<file path="src/rtl/fetch_stage.sv">
// Instruction-fetch stage: owns the PC, sequences the synchronous instruction ROM and
// hands {pc, inst} to ID over a valid/allow_in handshake, with WB redirect and cancel.
module fetch_stage #(
    parameter logic [31:0] STARTADDR = 32'h0000_0000,
    parameter int unsigned ROM_LAT   = 1
) (
    input  logic        clk,
    input  logic        reset,
    input  logic [32:0] exc_bus,
    input  logic        cancel,
    input  logic [32:0] jbr_bus,
    input  logic        ID_allow_in,
    output logic [31:0] inst_addr,
    input  logic [31:0] inst,
    output logic        IF_over,
    output logic [63:0] IF_ID_bus,
    output logic        IF_valid,
    output logic [31:0] IF_pc,
    output logic [31:0] IF_inst
);

    typedef enum logic [1:0] {StIdle, StWait, StReady} state_t;

    // ROM_LAT is at most 4, so the wait counter never exceeds 3.
    localparam logic [1:0] CntLast = 2'(ROM_LAT - 1);

    state_t      r_state, w_state_d;
    logic [31:0] r_pc, w_pc_d;
    logic [31:0] r_inst, w_inst_d;
    logic [1:0]  r_cnt, w_cnt_d;

    logic        w_exc_valid, w_jbr_taken, w_kill, w_handoff;
    logic [31:0] w_exc_pc, w_jbr_pc;

    assign w_exc_valid = exc_bus[32];
    assign w_jbr_taken = jbr_bus[32];
    assign w_exc_pc    = exc_bus[31:0] & 32'hFFFF_FFFC;
    assign w_jbr_pc    = jbr_bus[31:0] & 32'hFFFF_FFFC;
    assign w_kill      = w_exc_valid | cancel;
    assign w_handoff   = (r_state == StReady) & ID_allow_in & ~cancel;

    always_comb begin
        w_state_d = r_state;
        w_pc_d    = r_pc;
        w_inst_d  = r_inst;
        w_cnt_d   = r_cnt;
        // WB redirect/cancel beats handoff and branch; IDLE ignores it.
        if (r_state != StIdle && w_kill) begin
            if (w_exc_valid) begin
                w_pc_d = w_exc_pc;
            end
            w_state_d = StWait;
            w_cnt_d   = '0;
        end else begin
            case (r_state)
                StIdle: begin
                    w_state_d = StWait;
                    w_cnt_d   = '0;
                end
                StWait: begin
                    if (r_cnt == CntLast) begin
                        w_inst_d  = inst;
                        w_state_d = StReady;
                    end else begin
                        w_cnt_d = r_cnt + 2'd1;
                    end
                end
                StReady: begin
                    // The handed-off instruction is the delay slot; the branch steers the next one.
                    if (w_handoff) begin
                        w_pc_d    = w_jbr_taken ? w_jbr_pc : r_pc + 32'd4;
                        w_state_d = StWait;
                        w_cnt_d   = '0;
                    end
                end
                default: w_state_d = StIdle;
            endcase
        end
    end

    always_ff @(posedge clk) begin
        if (reset) begin
            r_state <= StIdle;
            r_pc    <= STARTADDR;
            r_inst  <= 32'd0;
            r_cnt   <= 2'd0;
        end else begin
            r_state <= w_state_d;
            r_pc    <= w_pc_d;
            r_inst  <= w_inst_d;
            r_cnt   <= w_cnt_d;
        end
    end

    assign inst_addr = r_pc;
    assign IF_over   = (r_state == StReady) & ~cancel;
    assign IF_valid  = (r_state != StIdle);
    assign IF_ID_bus = {r_pc, r_inst};
    assign IF_pc     = r_pc;
    assign IF_inst   = r_inst;

endmodule

</file>
<file path="config.mk">
export PLATFORM = sky130hd
export DESIGN_NAME = fetch_stage
export DESIGN_NICKNAME = d
export VERILOG_FILES = /design/src/rtl/fetch_stage.sv
export SDC_FILE = /design/constraint.sdc
export NUM_CORES = 1
export LEC_CHECK = 0
export BUFFER_PORTS_ARGS = -buffer_cell sky130_fd_sc_hd__buf_2
export CAP_MARGIN = 10
export CORE_ASPECT_RATIO = 0.9
export CORE_MARGIN = 2
export CORE_UTILIZATION = 40
export CTS_BUF_LIST = sky130_fd_sc_hd__clkbuf_4
export DETAILED_ROUTE_END_ITERATION = 6
export PLACE_DENSITY_LB_ADDON = 0.05
export SETUP_SLACK_MARGIN = 0.5
export SYNTH_ARGS = -nofsm -noshare
export SYNTH_HDL_FRONTEND = slang
export SYNTH_SLANG_ARGS = --single-unit
export TNS_END_PERCENT = 1
</file>
<file path="constraint.sdc">
create_clock -name clk -period 4.69 [get_ports clk]
set_input_delay 0.7035 -clock clk [delete_from_list [all_inputs] [get_ports clk]]
set_output_delay 0.7035 -clock clk [all_outputs]
set_load 0.005 [all_outputs]
</file>
Word-level counts from Yosys, hierarchy flattened:

Index checks and enable logic that the tools add are counted.

* add/sub/neg operators: 2
* bitwise gates (word level): 6
* multiplexer cells: 12
* equal/unequal tests: 8
* reductions and logical operators: 13

Operators with widths (number)
* $mux W32: 5
* $add A32 B3 Y32 const B: 1
* $pmux W2 S3: 2
* $reduce_and A3 Y1: 3
* $mux W2: 4
* $ne A2 B2 Y1 const B: 4
* $ne A3 B3 Y1 const B: 2
* $reduce_bool A2 Y1: 3
* $logic_not A2 Y1: 2
* $reduce_and A2 Y1: 2
* $and A1 B1 Y1: 3
* $reduce_bool A3 Y1: 1
* $add A2 B1 Y2 const B: 1
* $eq A2 B1 Y1 const B: 1
* $eq A2 B2 Y1 const B: 1
* $not A1 Y1: 2
* $reduce_or A2 Y1: 1
* $logic_and A1 B1 Y1: 1
* $mux W1: 1
* $or A1 B1 Y1: 1

* register bits after elaboration: 68
* input bits: 102

Logic depth before layout (Yosys ltp):

* depth after elaboration: 6
* mapped depth: 8
* depth with buffers taken out: 6

Worst setup path before layout:

Ideal clock, no wire load.

* path type: input port to flip-flop
* start: in cancel
* end: reg r_pc[22], in the netlist IF_pc[22]
* stages on the path: 8
* data arrival time: 1892 ps
* setup time: 131 ps
* required time: 4559 ps
* path buffers: 3
* slack: 2667 ps
* cell sequence: clkbuf_1 -> nor3b_1 -> o21a_1 -> buf_6 -> clkbuf_1 -> nand3_1 -> o211ai_1 -> o31ai_1

* longest elaborated chain between the ends: 4

RTL lines
* start, declared: line 10 `input logic cancel,`
* $or A1 B1 Y1 / $not A1 Y1 (equally long branches): line 39, 40
* $logic_and A1 B1 Y1 / $and A1 B1 Y1 (equally long branches): line 48, 40
* $ne A2 B2 Y1 (no line) / $reduce_bool A2 Y1 (equally long branches)
* $reduce_and A3 Y1 (no line)
* end signal, assigned: line 89 `r_pc <= w_pc_d;`
* end, declared: line 28 `logic [31:0] r_pc, w_pc_d;`

Parallel ways exist; a longest one is shown, timed or not.
A chain may end at the register's enable or synchronous reset.

Worst setup path after layout:

* start: reg r_pc[4], in the netlist IF_pc[4]
* end: reg r_pc[31], in the netlist IF_pc[31]

* longest elaborated chain between the ends: 5

RTL lines
* $add A32 B3 Y32: line 71 `w_pc_d = w_jbr_taken ? w_jbr_pc : r_pc + 32'd4;`
* $mux W32: line 71
* $mux W32: line 70 `if (w_handoff) begin`
* $mux W32: line 55 `case (r_state)`
* $mux W32: line 48 `if (r_state != StIdle && w_kill) begin`

No other way between the ends. The select of a mux whose other input is x is not followed.

==> qor.txt <==
Status -> finished, final reports clean
Setup TNS -> 0 ns
WHS -> 0.473 ns
Synth Flop Type -> dfxtp_1
Max clock buf depth -> 2
Gr usage total -> 20.9%
Hold crit path type -> reg -> reg
Worst vdd ir -> 149 µV
Synth Area in Simple Gates -> 23.8%
Synth Warn # -> 0
TritonCTS clock tree -> yes
Final Cycle Share -> 56.2%
IO Port Bufs -> 253
Tot Pwr -> 1.44 mW
Largest family of logic cells by synthesized area -> simple AND/OR/NAND/NOR gates
Global-route wire length before repair -> 20600 µm
RePlAce Congestion -> 0.790
Library cells used by synthesis -> 62
Ports -> 264
Reg2reg start -> IF_pc[4]
Post-CTS setup repair buffer count -> 0
Placed Cells -> 884
Nets -> 848
Multiplexer area fraction after synthesis -> 2.03%
Post-layout min period -> 2.64 ns
Crit end category -> flop
Post-DP Area -> 5090 µm²
WL final -> 13200 µm
1st-iter DRT viols -> 242
Pre-antenna DRT Iters -> 4
Share of layout cells above drive strength 1 -> 38.3%
Hold Crit Start -> IF_inst[21]
DIE AREA -> 12100 µm²
Synth Area in Compound Gates -> 19.9%
Post-synthesis register bit count -> 66
Vias after detailed routing -> 4580
Vias in the first global route -> 4114
R2R cell count -> 5
CTS Hold Bufs -> 0
Hold depth -> 2
Post-DP HPWL -> 9360 µm
CTS sink cnt -> 66
Hold Path End -> IF_inst[21]
Lkg Pwr -> 2.61 nW
Arr. time, crit path -> 2.92 ns
Max-Cap Viols -> 0
Worst-Margin Slew -> 1.15 ns
Initial core utilization -> 41.3%
Post-synthesis xor/xnor area fraction -> 2.33%
Num CTS Buffers -> 9
Count of pins over their slew limit -> 0
Finished Layout Cells -> 901
RSZ-0062 raised after global routing -> no
Max FO, Critical Path -> 11
# diodes -> 0
Mapped Cells -> 608
Syn Area/Cell -> 7.41 µm²
Clock transition at path regs -> 0.13 ns
Area grow syn2layout -> 17.9%
Cells resized by post-CTS repair -> 0
Avg WL per Cell -> 14.6 µm
Die Ht -> 105 µm
Sequential fraction of the synthesis area -> 29.3%
Post-synth EDFFs -> 0
Setup Viol. Count Final -> 0
Clock latency on the worst-skew pair -> 0.40 ns
Antenna violations before repair -> 0
R2R Path End -> IF_pc[31]
Die X -> 116 µm
Design Area, Final -> 5310 µm²
R2R Setup Slk -> 2.05 ns
Startpoint Class -> flop
FILL cells -> 1176
Pwr/cell area -> 271 nW/µm²
Cell Rows -> 36
Async SR Flop Fraction -> 0%
Avg Vias per Cell -> 5.08
Core ar. -> 10900 µm²
Fraction of the mapped netlist area in adder cells -> 0.556%
Clk_skew -> 0.0156 ns
Max frequency -> 379 MHz
Gr ovfl total -> 0
Antenna viol nets, final -> 0
H-tree Lvls -> 3
Critical path class -> reg -> reg
Relative slew slack -> 23.4%
Final hold vios -> 0
Crit path required time -> 4.97 ns
Syn Std Cell Area -> 4500 µm²
Root buffer cell -> clkbuf_4
Largest net degree at the start of global routing -> 52
DRC violations left -> 0
## power breakdown
part,switching [mW],internal (mW),total (mW),leakage (nW)
clock,0.222,0.278,0.500,0.0968
combinational,0.155,0.138,0.292,1.97
sequential,0.0535,0.590,0.643,0.538
total,0.431,1.01,1.44,2.61
## metrics by stage
stage          utilization (%)  setup WS, ns
3_3_place_gp              46.7          1.93
4_1_cts                   48.5          2.11
6_report                  48.7          2.05
3_5_place_dp              46.7          1.87
2_1_floorplan                -          2.67
5_1_grt                   48.7          1.83
## routing by layer
layer | global-route usage [%] | share of wire [%] | vias up
li1 | - | - | 2278
met1 | 27.8 | 46 | 2115
met2 | 35.2 | 47 | 178
met3 | 2.78 | 6.1 | 9
met4 | 6.12 | 0.97 | 0
met5 | 0 | 0 | -
## cell usage after synthesis, drive strengths merged, types with 2 or more instances
cell,count,share of area [%]
buf,111,18
nand2,99,8.3
a21oi,78,8.7
dfxtp,66,29
nand3,28,3.1
clkbuf,27,2.3
nor2,24,2.0
o21ai,23,2.6
nor3,17,1.9
inv,15,1.2
a211oi,13,2.3
nand4,9,1.9
mux2i,8,1.8
xor2,8,1.6
and3,6,0.86
nor4,6,1.3
and4,5,0.97
nor2b,5,0.69
a221oi,4,0.78
o211ai,4,0.67
xnor2,4,0.78
a311oi,3,0.58
and2,3,0.42
nand2b,3,0.42
nor3b,3,0.50
o31ai,3,0.50
a221o,2,0.47
a31o,2,0.39
ha,2,0.56
nand3b,2,0.33
o21a,2,0.33
o22ai,2,0.28
or2,2,0.28
or3,2,0.28
## flip-flops by register name, summed over array words and instances (netlist names)
signal / cells
IF_inst: 32
IF_pc: 30
r_cnt: 2
r_state: 2
## worst max-delay path, stage by stage (launching register included)
cell and delay (ns):
dfxtp_1 0.57, nand4_4 0.22, nor4_2 1.01, nand4_1 0.37
mux2i_1 0.25, a21oi_1 0.08
## worst max path at each step
| stage | startpoint | to |
|---|---|---|
| 6_report | IF_pc[4] | IF_pc[31] |
| 5_1_grt | IF_pc[4] | IF_pc[31] |
| 3_5_place_dp | cancel | IF_pc[16] |
| 3_3_place_gp | cancel | IF_pc[16] |
| 4_1_cts | IF_pc[4] | IF_pc[31] |
| 2_1_floorplan | cancel | IF_pc[22] |
## cells in the final DEF, fill, tap and decap left out, types with 3 or more instances in the layout
cell type,Yosys,final
clkbuf_4,1,10
o31ai_1,3,3
and4_1,5,5
o21ai_0,22,22
xnor2_1,4,4
bufinv_16,0,3
mux2i_1,8,8
conb_1,1,6
buf_2,7,253
nor2b_1,5,5
a311oi_1,3,3
inv_1,15,15
nor4_1,4,4
nand2b_1,3,3
and3_1,5,5
nand4_1,7,7
a221oi_1,4,4
buf_4,98,4
a211oi_1,12,12
xor2_1,8,8
nor3_1,17,17
o211ai_1,4,4
nand2_1,99,99
nand3_1,28,28
nor3b_1,3,3
a21oi_1,78,78
nor2_1,24,24
dfxtp_1,66,66
and2_1,3,3
## cells by family (layout without fill, tap and decap cells)
| family | Yosys count | in the layout |
|---|---|---|
| AND/OR/NAND/NOR | 217 | 217 |
| flip-flops | 66 | 66 |
| multiplexers | 9 | 9 |
| adder cells (fa/ha/maj) | 2 | 2 |
| XOR/XNOR | 12 | 12 |
| other | 1 | 6 |
| AO/OA/AOI/OAI | 148 | 148 |
| buffers and inverters | 153 | 289 |
## area by class of cell
type / count / area [µm²] / area share [%]
multi-input cells: 394 / 2230 / 42.0
repair buffers: 258 / 1320 / 24.9
flip-flops and latches: 66 / 1320 / 24.9
well taps: 152 / 190 / 3.58
clock inverters: 6 / 115 / 2.17
clock buffers: 10 / 75.1 / 1.41
inverters: 15 / 56.3 / 1.06
No activity file was read; power rests on OpenSTA's default activity.
